$ cat src/rtl/bky_shift_ctrl_pkg.sv
// Shared definitions for the Buckeye shift-chain controller: state encoding and chip constants.
package bky_shift_ctrl_pkg;

  localparam int unsigned NBITS_DEF = 48;
  localparam int unsigned NCHIPS    = 6;
  localparam logic [NCHIPS-1:0] MASK_DEF = 6'b111111;

  typedef enum logic [2:0] {
    StIdle,
    StLoad,
    StLow,
    StHigh,
    StFin
  } state_e;

endpackage

$ cat src/rtl/bky_lane.sv
// One Buckeye chip lane: working shift register, DOUT capture and gated AMPIN/AMPCLK flops.
module bky_lane
  import bky_shift_ctrl_pkg::*;
#(
  parameter int unsigned NBITS = NBITS_DEF,
  parameter int unsigned BW    = 6
) (
  input  logic             CLK,
  input  logic             RST,
  input  logic             load,
  input  logic             en_in,
  input  logic [NBITS-1:0] din,
  input  logic             shift,
  input  logic             sample,
  input  logic [BW-1:0]    bit_idx,
  input  logic             amp_out,
  input  logic             drive,
  input  logic             clk_hi,
  output logic             amp_in,
  output logic             amp_clk,
  output logic [NBITS-1:0] dout
);

  logic             en_q;
  logic [NBITS-1:0] work_q, work_d;

  always_comb begin
    work_d = work_q;
    if (load) begin
      work_d = din;
    end else if (shift) begin
      work_d = work_q >> 1;
    end
  end

  // drive/clk_hi describe the next cycle, so AMPIN/AMPCLK come straight off flops.
  always_ff @(posedge CLK or posedge RST) begin
    if (RST) begin
      en_q    <= 1'b0;
      work_q  <= '0;
      dout    <= '0;
      amp_in  <= 1'b0;
      amp_clk <= 1'b0;
    end else begin
      work_q  <= work_d;
      amp_in  <= drive & en_q & work_d[0];
      amp_clk <= clk_hi & en_q;
      if (load) begin
        en_q <= en_in;
        dout <= '0;
      end else if (sample && en_q) begin
        dout[bit_idx] <= amp_out;
      end
    end
  end

endmodule

$ cat src/rtl/bky_shift_ctrl.sv
// Buckeye shift controller: sequences NBITS clocked shifts into six chips and captures the return data.
module bky_shift_ctrl
  import bky_shift_ctrl_pkg::*;
#(
  parameter int unsigned NBITS   = NBITS_DEF,
  parameter int unsigned CLK_DIV = 4
) (
  input  logic                    CLK,
  input  logic                    RST,
  input  logic                    START,
  input  logic [NCHIPS-1:0]       MASK,
  input  logic [NCHIPS*NBITS-1:0] DIN,
  input  logic [NCHIPS-1:0]       AMPOUT,
  output logic [NCHIPS-1:0]       AMPIN,
  output logic [NCHIPS-1:0]       AMPCLK,
  output logic [NCHIPS*NBITS-1:0] DOUT,
  output logic                    BUSY,
  output logic                    DONE
);

  localparam int unsigned BW = (NBITS > 1) ? $clog2(NBITS) : 1;
  localparam int unsigned PW = $clog2(CLK_DIV) + 1;

  state_e          state_q, state_d;
  logic [BW-1:0]   bit_q, bit_d;
  logic [PW-1:0]   phase_q, phase_d;
  logic            phase_last, bit_last;
  logic            load, sample, shift, drive_d, clk_hi_d, busy_d, done_d;

  assign phase_last = (phase_q == PW'(CLK_DIV - 1));
  assign bit_last   = (bit_q == BW'(NBITS - 1));

  always_ff @(posedge CLK or posedge RST) begin
    if (RST) begin
      state_q <= StIdle;
      bit_q   <= '0;
      phase_q <= '0;
      BUSY    <= 1'b0;
      DONE    <= 1'b0;
    end else begin
      state_q <= state_d;
      bit_q   <= bit_d;
      phase_q <= phase_d;
      BUSY    <= busy_d;
      DONE    <= done_d;
    end
  end

  always_comb begin
    state_d = state_q;
    bit_d   = bit_q;
    phase_d = phase_q;
    unique case (state_q)
      StIdle: if (START) state_d = StLoad;
      StLoad: begin
        state_d = StLow;
        bit_d   = '0;
        phase_d = '0;
      end
      StLow: begin
        if (phase_last) begin
          state_d = StHigh;
          phase_d = '0;
        end else begin
          phase_d = phase_q + 1'b1;
        end
      end
      StHigh: begin
        if (phase_last) begin
          phase_d = '0;
          bit_d   = bit_q + 1'b1;
          state_d = bit_last ? StFin : StLow;
        end else begin
          phase_d = phase_q + 1'b1;
        end
      end
      StFin:   state_d = StIdle;
      default: state_d = StIdle;
    endcase
  end

  // Strobes act on the current edge; *_d levels are what the output flops show next cycle.
  always_comb begin
    load     = (state_q == StIdle) && START;
    sample   = (state_q == StLow) && phase_last;
    shift    = (state_q == StHigh) && phase_last;
    drive_d  = (state_d == StLow) || (state_d == StHigh);
    clk_hi_d = (state_d == StHigh);
    busy_d   = (state_d == StLoad) || (state_d == StLow) || (state_d == StHigh);
    done_d   = (state_d == StFin);
  end

  for (genvar g = 0; g < NCHIPS; g++) begin : g_lane
    bky_lane #(
      .NBITS(NBITS),
      .BW   (BW)
    ) u_lane (
      .CLK    (CLK),
      .RST    (RST),
      .load   (load),
      .en_in  (MASK[g]),
      .din    (DIN[g*NBITS +: NBITS]),
      .shift  (shift),
      .sample (sample),
      .bit_idx(bit_q),
      .amp_out(AMPOUT[g]),
      .drive  (drive_d),
      .clk_hi (clk_hi_d),
      .amp_in (AMPIN[g]),
      .amp_clk(AMPCLK[g]),
      .dout   (DOUT[g*NBITS +: NBITS])
    );
  end

endmodule

$ cat config.mk
export PLATFORM = sky130hd
export DESIGN_NAME = bky_shift_ctrl
export DESIGN_NICKNAME = d
export VERILOG_FILES = /design/src/rtl/bky_shift_ctrl_pkg.sv /design/src/rtl/bky_lane.sv /design/src/rtl/bky_shift_ctrl.sv
export SDC_FILE = /design/constraint.sdc
export NUM_CORES = 1
export LEC_CHECK = 0
export CORE_MARGIN = 2
export CORE_UTILIZATION = 40
export CTS_CLUSTER_DIAMETER = 120
export DETAILED_ROUTE_END_ITERATION = 8
export HOLD_SLACK_MARGIN = 0.08
export PLACE_DENSITY = 0.68
export REMOVE_ABC_BUFFERS = 1
export SLEW_MARGIN = 20
export SYNTH_ARGS = -nofsm -noshare
export SYNTH_HDL_FRONTEND = slang
export SYNTH_SLANG_ARGS = --single-unit
export TNS_END_PERCENT = 20
$ cat constraint.sdc
create_clock -name CLK -period 22.6 [get_ports CLK]
set_input_delay 3.39 -clock CLK [delete_from_list [all_inputs] [get_ports CLK]]
set_output_delay 3.39 -clock CLK [all_outputs]
set_load 0.02 [all_outputs]
==> impl_metrics.toml <==
[worst_setup_path]
r2r_end = "g_lane[0].u_lane.dout[41]"
timing.setup.critical_path_class = "input port to flop"
cp_max_fo = 95
crit_path_top_delay_cell = "sky130_fd_sc_hd__buf_4"
worst-endpoint-required_ns = 23.11
slowest_delay_ns = 0.93
timing.critical_path.from_type = "input port"
r2r_cells = 8
worstReg2RegStart = "phase_q[0]"
setup.reg_to_reg.worst_slack_ns = 17.72
worstSetupEndpointType = "flop"
worstPathCellList = "clkdlybuf4s50_1, or4b_4, buf_4, buf_4, o211ai_1, o211ai_1"
critPathArrivalTime_ns = 6.81

[yosys]
synthDominantCellAreaShare_pct = 51.0
synth_top_cells_by_area = "sky130_fd_sc_hd__dfrtp_1 51%, sky130_fd_sc_hd__o211ai_1 14%, sky130_fd_sc_hd__a221o_1 9.2%, sky130_fd_sc_hd__nand4_1 6.0%, sky130_fd_sc_hd__and3_1 5.8%"
netlist.top_cell.by_area = "sky130_fd_sc_hd__dfrtp_1"
yosys.cell_types.count = 49
yosys_register_bits = 608
count_of_flip_flops_with_a_built_in_enable_after_synthesis = 0
netlist_instances = 2871
avgSynthCellArea_um2 = 10.4
mappedNetlistArea_um2 = 29800
synth_flop_cell = "sky130_fd_sc_hd__dfrtp_1"
asyncSetResetFlopFracSynth_pct = 100
yosysSeqAreaShare_pct = 51.0
yosys_warnings = 0

[route]
drt_iter0_markers = 3425
viasPerCell = 6.35
route.antenna.remaining_nets = 0
num_vias = 27000
post-route-drc-count = 0
detailed_route_wl_um = 110000
wl_cell_um = 25.9
detail_route.first_pass.iterations = 5

[clocking]
numCtsBuffers = 69
tritoncts = "built"
clk_transition_reported_paths_ns = 0.06
clock_path_buffers = 3
postCtsSetupRepairBufs = 0
numClockSinks = 608
post_cts_hold_buffer_count = 0
ctsRootBufferMaster = "sky130_fd_sc_hd__clkbuf_16"
worst_skew_pair.late_latency_ns = 0.63
post_cts_resized = 0
htreeDepth = 3

[global_routing]
grt-ovfl-total = 0
wire_length_of_the_first_global_routing_pass_um = 169000
grt_max_degree = 215
vias_in_the_first_global_route = 26000
antenna_found_initial = 26
globalRouteTotalUtil_pct = 28.0

[timing]
clock_skew_ns = 0.0314
achievable-frequency_mhz = 159
post-route-min-period_ns = 6.30
count_of_endpoints_failing_setup_in_the_final_report = 0
finalHoldViolations = 0
worst_pin_slew_ns = 1.12
final_max_slew_viol_count = 0
post_route_fraction_of_the_period_consumed_by_the_critical_path_pct = 27.9
postLayoutSetupSlackWorst_ns = 16.30
grt_setup_unrepaired = "false"
timing.max_slew.rel_slack_pct = 25.5
timing.setup.tns_ns = 0

[place]
gp_routability_congestion = 0.829
place_worst_setup_slack_ns = 15.50
hpwlAfterDp_um = 63700
port_buffers = 604

[floorplanning]
die_height_um = 277
coreArea_um2 = 74200
die_width_um = 277
die_area_um2 = 76800
std_cell_rows = 100
effective_utilization_at_floorplan_pct = 40.2
io-pin-count = 605

[final_layout]
fillerInstances = 6495
final_nets = 3509
drive_gt1_share_pct = 6.88
area_growth_syn_to_layout_pct = 28.6

[status]
outcome = "completed"

[hold_path]
holdCritStartpoint = "phase_q[1]"
min_path_cells = 2
whs_endpoint = "phase_q[1]"
worst_min_path_class = "flop to flop"

[pwr]
power_per_cell_area_nw_per_um2 = 62.9
vdd_ir_drop_max_mv = 0.0444
total_leakage_power_nw = 16.3

[run]
cap_viol_max_count = 0
-- how the worst max path moves through the flow --
stage                     startpoint                           to  slack [ns]  cells after the start
final                          START    g_lane[3].u_lane.dout[27]       16.30                      6
after global routing             RST    g_lane[3].u_lane.dout[15]       15.77                      5
after detailed placement         RST    g_lane[2].u_lane.dout[30]       15.50                      5
after global placement           RST    g_lane[4].u_lane.dout[13]       15.48                      5
after CTS                        RST     g_lane[1].u_lane.dout[5]       16.19                      5
after floorplan           phase_q[0]  g_lane[0].u_lane.work_q[10]      -69.34                      4
-- per-layer routing --
layer	vias up	routed length [µm]	global-route usage, %	share of wire (%)
met5	-	0	0	0
met4	0	5500	15.4	5.0
met3	250	7470	4.33	6.8
met2	1362	51500	42.1	47
met1	13600	45900	38.7	42
li1	11800	-	-	-
-- worst max-delay path: cells and delay by family --
kind	cells	cell delay [ns]
AO/OA/AOI/OAI	2	0.37
buffers and inverters	3	2.27
AND/OR/NAND/NOR	1	0.59
-- flip-flops by register name, indices dropped and copies added, names as in the netlist, 3 cells and up --
name                   cells
bit_q                      6
g_lane.u_lane.amp_clk      6
g_lane.u_lane.amp_in       6
g_lane.u_lane.dout       288
g_lane.u_lane.en_q         6
g_lane.u_lane.work_q     288
phase_q                    3
state_q                    3
-- synthesized netlist by cell type (16+ instances only) --
cell type,instances
sky130_fd_sc_hd__clkbuf_1,300
sky130_fd_sc_hd__buf_2,50
sky130_fd_sc_hd__inv_1,297
sky130_fd_sc_hd__dfrtp_1,608
sky130_fd_sc_hd__and3_1,275
sky130_fd_sc_hd__o211ai_1,562
sky130_fd_sc_hd__o211ai_2,20
sky130_fd_sc_hd__buf_4,19
sky130_fd_sc_hd__nand2_1,32
sky130_fd_sc_hd__a221o_1,275
sky130_fd_sc_hd__buf_1,16
sky130_fd_sc_hd__nand4_1,288
-- power by group --
part / switching [mW] / internal, mW / leakage (nW)
Combinational: 0.0591 / 0.0698 / 7.16
Clock: 0.483 / 0.675 / 1.15
Sequential: 0.0129 / 1.11 / 8.02
Total: 0.555 / 1.86 / 16.3
-- through the flow --
stage               hold WS, ns  cells  instance area (µm²)  utilization (%)  power, mW
CTS                       0.497   4223                38300             51.6       2.43
global route              0.512   4248                38400             51.7       2.49
finish                    0.489   4250                38400             51.7       2.41
detailed placement        0.485   4102                36000             48.5       1.27
global placement          0.471   4102                36000             48.5       1.27
floorplan                 0.454   2474                28100                -       1.19
-- placed cells by master (no fill, tap or decap), types with 3 or more instances in the layout --
master and count:
sky130_fd_sc_hd__a221oi_4 6, sky130_fd_sc_hd__or3b_2 6, sky130_fd_sc_hd__buf_4 51, sky130_fd_sc_hd__and3b_2 3, sky130_fd_sc_hd__and4b_2 6, sky130_fd_sc_hd__mux2i_1 5, sky130_fd_sc_hd__nor3b_2 7, sky130_fd_sc_hd__nor3_1 9
sky130_fd_sc_hd__nand2_1 32, sky130_fd_sc_hd__bufinv_16 4, sky130_fd_sc_hd__clkbuf_1 10, sky130_fd_sc_hd__clkbuf_8 17, sky130_fd_sc_hd__buf_12 4, sky130_fd_sc_hd__clkbuf_16 70, sky130_fd_sc_hd__nand3_1 3, sky130_fd_sc_hd__a32oi_1 6
sky130_fd_sc_hd__and3_1 275, sky130_fd_sc_hd__a221o_1 275, sky130_fd_sc_hd__clkdlybuf4s50_1 604, sky130_fd_sc_hd__nand2b_1 4, sky130_fd_sc_hd__o211ai_2 20, sky130_fd_sc_hd__nand3b_1 6, sky130_fd_sc_hd__inv_1 296, sky130_fd_sc_hd__a221oi_1 6
sky130_fd_sc_hd__a22o_1 3, sky130_fd_sc_hd__dfrtp_1 608, sky130_fd_sc_hd__o211ai_1 562, sky130_fd_sc_hd__and3b_1 3, sky130_fd_sc_hd__clkinv_2 13, sky130_fd_sc_hd__diode_2 27, sky130_fd_sc_hd__nand4_1 288, sky130_fd_sc_hd__o21ai_0 13
-- cells by family (layout without fill, tap and decap cells) --
family,Yosys count,after routing,share of synthesized area [%]
fa+ha+maj,2,2,0.0838
buf+inv,694,1077,9.50
flops,608,608,51.0
simple gates,659,659,13.8
xor+xnor,1,1,0.0294
compound gates,902,902,25.4
other cells,0,27,0
mux,5,5,0.168
-- cell type report --
cell class                 count  area [µm²]  area share, %
timing repair buffer         659        6510           17.0
clock inverter                24         293          0.763
sequential                   608       15200           39.6
clock buffer                  97        2020           5.27
antenna                       27        67.6          0.176
multi-input combinational   1569       11900           31.1
inverter                     297        1120           2.92
tap                          969        1210           3.16
(Power assumes the default switching activity.)
==> edit 1, RTL diff (same settings) <==
Reset style: synchronous (`RST`), changed in 2 clocked blocks.
--- a/src/rtl/bky_lane.sv
+++ b/src/rtl/bky_lane.sv
@@ -34,7 +34,7 @@
   end
 
   // drive/clk_hi describe the next cycle, so AMPIN/AMPCLK come straight off flops.
-  always_ff @(posedge CLK or posedge RST) begin
+  always_ff @(posedge CLK) begin
     if (RST) begin
       en_q    <= 1'b0;
       work_q  <= '0;
--- a/src/rtl/bky_shift_ctrl.sv
+++ b/src/rtl/bky_shift_ctrl.sv
@@ -30,7 +30,7 @@
   assign phase_last = (phase_q == PW'(CLK_DIV - 1));
   assign bit_last   = (bit_q == BW'(NBITS - 1));
 
-  always_ff @(posedge CLK or posedge RST) begin
+  always_ff @(posedge CLK) begin
     if (RST) begin
       state_q <= StIdle;
       bit_q   <= '0;
Function: differs if RST is asserted again (counterexample within 4 cycles, from zero or initial values and one cycle with RST high); with RST held inactive, the same outputs for 4 cycles.
==> edit 1 against the original RTL <==
  * Worst setup slack got worse by 0.23 ns
  * Routed wire length shrank 28%
  * Largest cell class unchanged
  * Combinational power is 50% higher
  * Cell area down 17%
  * Clock skew shrank 0.0073 ns
  * Die area down 20%
  * Area after synthesis shrank 20%
  * Sequential cell count did not move
  * Total power down 0.71%
  * Fmax fell by 3.5%
==> edit 1: results (changes against the original RTL) <==
synthesis:
  async_flop_share_pct: 0  # -100 points
  ys_warn_count: 0  # unchanged
  synth_common_cells: "dfxtp_1 (608), nand2_1 (353), o211ai_1 (288), o31ai_1 (288), a21oi_1 (283)"
  synth_flop_cell: "dfxtp_1"
  avgSynthCellArea_um2: 9.31  # -10%
  ys_seq_area_share_pct: 51.2  # +0.22 points
  synth_cell_types: 47  # -4.1%
  synthTopCellsByArea: "dfxtp_1 (51%), o211ai_1 (9.1%), o31ai_1 (9.1%)"
clock_network:
  ctsResizeCount: 0  # unchanged
  cts_inserted_buffers: 67  # -2.9%
  post-cts-setup-buffer-count: 0  # unchanged
  clock_path_buffers: 3  # unchanged
  h-tree-depth: 3  # unchanged
  clk_latency_ns: 0.59  # -0.04 ns
  path_clk_slew_ns: 0.06  # about the same
placement:
  io_buffers: 604  # unchanged
  dp_hpwl_um: 52300  # -18%
  place_ws_ns: 15.36  # -0.137 ns
  place.gp.congestion: 0.867  # +4.5%
  dp_cells: 3630  # -12%
drt:
  drc: 0  # unchanged
  firstDrtPassIters: 6  # +1
  post_drt_via_cell_ratio: 5.80  # -8.7%
  num_vias: 21700  # -19%
  routedWlPerCell_um: 21.2  # -18%
  drtIter0Drc: 1923  # -44%
cells_and_area:
  drive_above_1_share_pct: 5.55  # -1.3 points
  largest_registers: "g_lane.u_lane.dout (288), g_lane.u_lane.work_q (288)"
  nNetsFinal: 3232  # -7.9%
global_routing:
  antenna_found_initial: 22  # -15%
  grt_pass1_wl_um: 119000  # -29%
  track_usage_pct: 24.6  # -3.3 points
  grt_max_degree: 236  # +9.8%
  grt_pass1_vias: 20500  # -21%
pwr:
  p_sw_share_pct: 23.8  # +0.82 points
  p_leak_nw: 10.7  # -35%
  max-vdd-ir-drop_uv: 50.4  # +13%
status:
  status: "finished, final reports clean"
setup_path:
  slowest_stage: "buf_4"
  cp.arrival_ns: 7.03  # +0.22 ns
  path_max_fanout: 99  # +4.2%
  cp_slowest_stage_delay_ns: 0.91  # -0.02 ns
min_path:
  hp-class: "reg -> reg"
timing:
  fin_skew_ns: 0.0242  # -0.00728 ns
  slew_headroom_pct: 19.5  # -6.0 points
edit 1: kinds of logic (layout without fill, tap and decap cells):
kind of cell,after synthesis,count (layout),share of synthesized area (%)
AO/OA/AOI/OAI,1148,1148,33.4
flip-flops,608,608,51.2
AND/OR/NAND/NOR,457,457,8.60
buffers and inverters,333,754,6.47
XOR/XNOR,4,4,0.147
adder cells (fa/ha/maj),2,2,0.105
multiplexers,2,2,0.0842
other,0,4,0
edit 1: power groups by stage:
stage	sequential [mW]	combinational, mW	clock, mW
2_1_floorplan	1.15	0.106	0
3_3_place_gp	1.15	0.187	0
3_5_place_dp	1.16	0.192	0
4_1_cts	1.13	0.193	1.09
5_1_grt	1.14	0.212	1.13
6_report	1.13	0.194	1.07
edit 1: cell type report:
class / count / area, um^2
multi-input combinational: 1613 / 10100
tap: 773 / 967
clock buffer: 98 / 2010
timing repair buffer: 635 / 6340
clock inverter: 19 / 139
inverter: 2 / 7.51
fill: 5225 / 27100
sequential: 608 / 12200
antenna: 4 / 10.0
edit 1: routing by layer:
layer | part of all wire [%] | vias to the layer above | track usage, %
met5 | 0.32 | - | 0
met1 | 40 | 10300 | 30.2
met3 | 9.8 | 182 | 8.00
li1 | - | 10300 | -
met2 | 47 | 907 | 40.2
met4 | 3.1 | 36 | 9.42
edit 1: through the flow:
step                      cell area (um^2)  power [mW]  utilization [%]   TNS, ns
after floorplan                      22200        1.25                -  -1378.24
after global placement               29600        1.34             50.3         0
after detailed placement             29600        1.35             50.3         0
final                                31800        2.40             54.0         0
after CTS                            31800        2.41             53.9         0
after global routing                 31800        2.48             54.0         0
edit 1: path summary, 6_finish.rpt:
check	startpoint	slack (ns)	to	cells after the start
max	START	16.08	g_lane[1].u_lane.work_q[24]	8
min	g_lane[3].u_lane.work_q[2]	0.45	g_lane[3].u_lane.work_q[2]	2
max reg2reg	state_q[0]	18.75	g_lane[1].u_lane.work_q[24]	8
min reg2reg	g_lane[3].u_lane.work_q[2]	0.45	g_lane[3].u_lane.work_q[2]	2
edit 1: worst max-delay path, delay by kind of cell:
family,cells,cell delay [ns]
AND/OR/NAND/NOR,1,0.20
buffers and inverters,5,2.98
AO/OA/AOI/OAI,2,0.31
==> edit 2, RTL diff (same flow settings) <==
Without the edit above. Encoding of `state_e`: now one-hot (5 bits for 5 states).
--- a/src/rtl/bky_shift_ctrl_pkg.sv
+++ b/src/rtl/bky_shift_ctrl_pkg.sv
@@ -5,12 +5,12 @@
   localparam int unsigned NCHIPS    = 6;
   localparam logic [NCHIPS-1:0] MASK_DEF = 6'b111111;
 
-  typedef enum logic [2:0] {
-    StIdle,
-    StLoad,
-    StLow,
-    StHigh,
-    StFin
+  typedef enum logic [4:0] {
+    StIdle = 5'b00001,
+    StLoad = 5'b00010,
+    StLow  = 5'b00100,
+    StHigh = 5'b01000,
+    StFin  = 5'b10000
   } state_e;
 
 endpackage
Behaviour: no difference found for any inputs over 4 cycles, from zero or initial values and one cycle with RST high; so few cycles prove little.
==> edit 2 against the original RTL <==
  * Fmax fell by 9.2%
  * Core utilization rose by 2.2 points
  * First-iteration DRC count fell by 32%
  * Routed wire length fell by 15%
  * Area after synthesis fell by 13%
  * Clock skew fell by 0.0012 ns
  * Sequential cell count rose by 2
  * Highest routed layer is now met5
  * Sequential share of layout area rose by 4.3 points
  * Worst setup slack got worse by 0.64 ns
  * Global-route usage fell by 0.75 points
  * Cell area fell by 9.4%
Power is not compared: it rests on default switching activity, and its combinational part moved more than twofold at a synthesized area within 25%.
==> edit 2: results (changes against the original RTL) <==
status:
  status: "finished, final reports clean"
drt:
  wl_met1_um: 35100  # -23%
  wl_met3_um: 10200  # +37%
  num_vias: 23000  # -15%
  wl_met2_um: 45800  # -11%
  firstDrtPassIters: 6  # +1
  finalWirelength_um: 94200  # -15%
  top_layer_used: "met5"
cells_and_area:
  drive_above_1_share_pct: 5.96  # -0.93 points
  regArea_um2: 15300  # +0.34%
  signal_buffers: 650  # -1.4%
  areaGrowthSynthToFinish_pct: 33.2
  nonClkBufAreaFrac_pct: 18.6  # +1.6 points
  clock_buffers: 101  # +4.1%
  fillers: 5598  # -14%
  multi_input_cells: 1723  # +9.8%
  final-clk-cell-share_pct: 6.64  # +0.60 points
clock_network:
  cts_inserted_buffers: 68  # -1.4%
floorplanning:
  die_w_um: 259  # -6.4%
placement:
  place_ws_ns: 14.55  # -0.948 ns
  dpl_cell_area_um2: 32400  # -10%
  dp_cells: 3838  # -6.4%
  dp_hpwl_um: 64000  # +0.59%
synthesis:
  synth_compound_area_share_pct: 18.6  # -6.8 points
  synth_common_cells: "dfrtp_1 (609), nor2_1 (525), nand2_1 (466)"
  synthTopCellsByArea: "dfrtp_1 (58%), a32o_1 (11%), nor2_1 (7.5%)"
  synth_mux_area_share_pct: 0.0431  # -0.12 points
  synth_fa_ha_area_share_pct: 0.0958  # +0.012 points
  ys_seq_area_share_pct: 58.5  # +7.5 points
global_routing:
  antenna_found_initial: 16  # -38%
  gr-usage-met3_pct: 8.57  # +4.2 points
  grt_max_degree: 124  # -42%
setup_path:
  rr_startpoint: "state_q[2]"
  cp_slowest_stage_delay_ns: 0.84  # -0.09 ns
  cp.arrival_ns: 7.47  # +0.66 ns
  path_max_fanout: 123  # +29%
timing:
  tightest_slew_ns: 1.06  # -0.0547 ns
  fin_skew_ns: 0.0302  # -0.00122 ns
## edit 2: cell count changes after synthesis, moves of 37 or more
| cell | before | now |
|---|---|---|
| nor2_1 | 2 | 525 |
| a32o_1 | 0 | 288 |
| and3_1 | 275 | 12 |
| a31oi_1 | 0 | 80 |
| clkbuf_1 | 300 | 109 |
| and2_1 | 0 | 37 |
| nand4_1 | 288 | 0 |
| a221o_1 | 275 | 0 |
| nand2_1 | 32 | 466 |
| o22ai_1 | 0 | 197 |
| buf_2 | 50 | 99 |
| inv_1 | 297 | 2 |
| o211ai_1 | 562 | 0 |
## edit 2: final timing paths
kind	end	slack (ns)	depth (start not counted)
max reg2reg	g_lane[5].u_lane.work_q[46]	17.48	8
min	g_lane[0].u_lane.work_q[1]	0.49	2
max in group asynchronous	g_lane[4].u_lane.work_q[6]	16.90	4
min in group asynchronous	g_lane[1].u_lane.dout[24]	3.35	2
max	g_lane[5].u_lane.work_q[46]	15.66	9
min reg2reg	g_lane[0].u_lane.work_q[1]	0.49	2
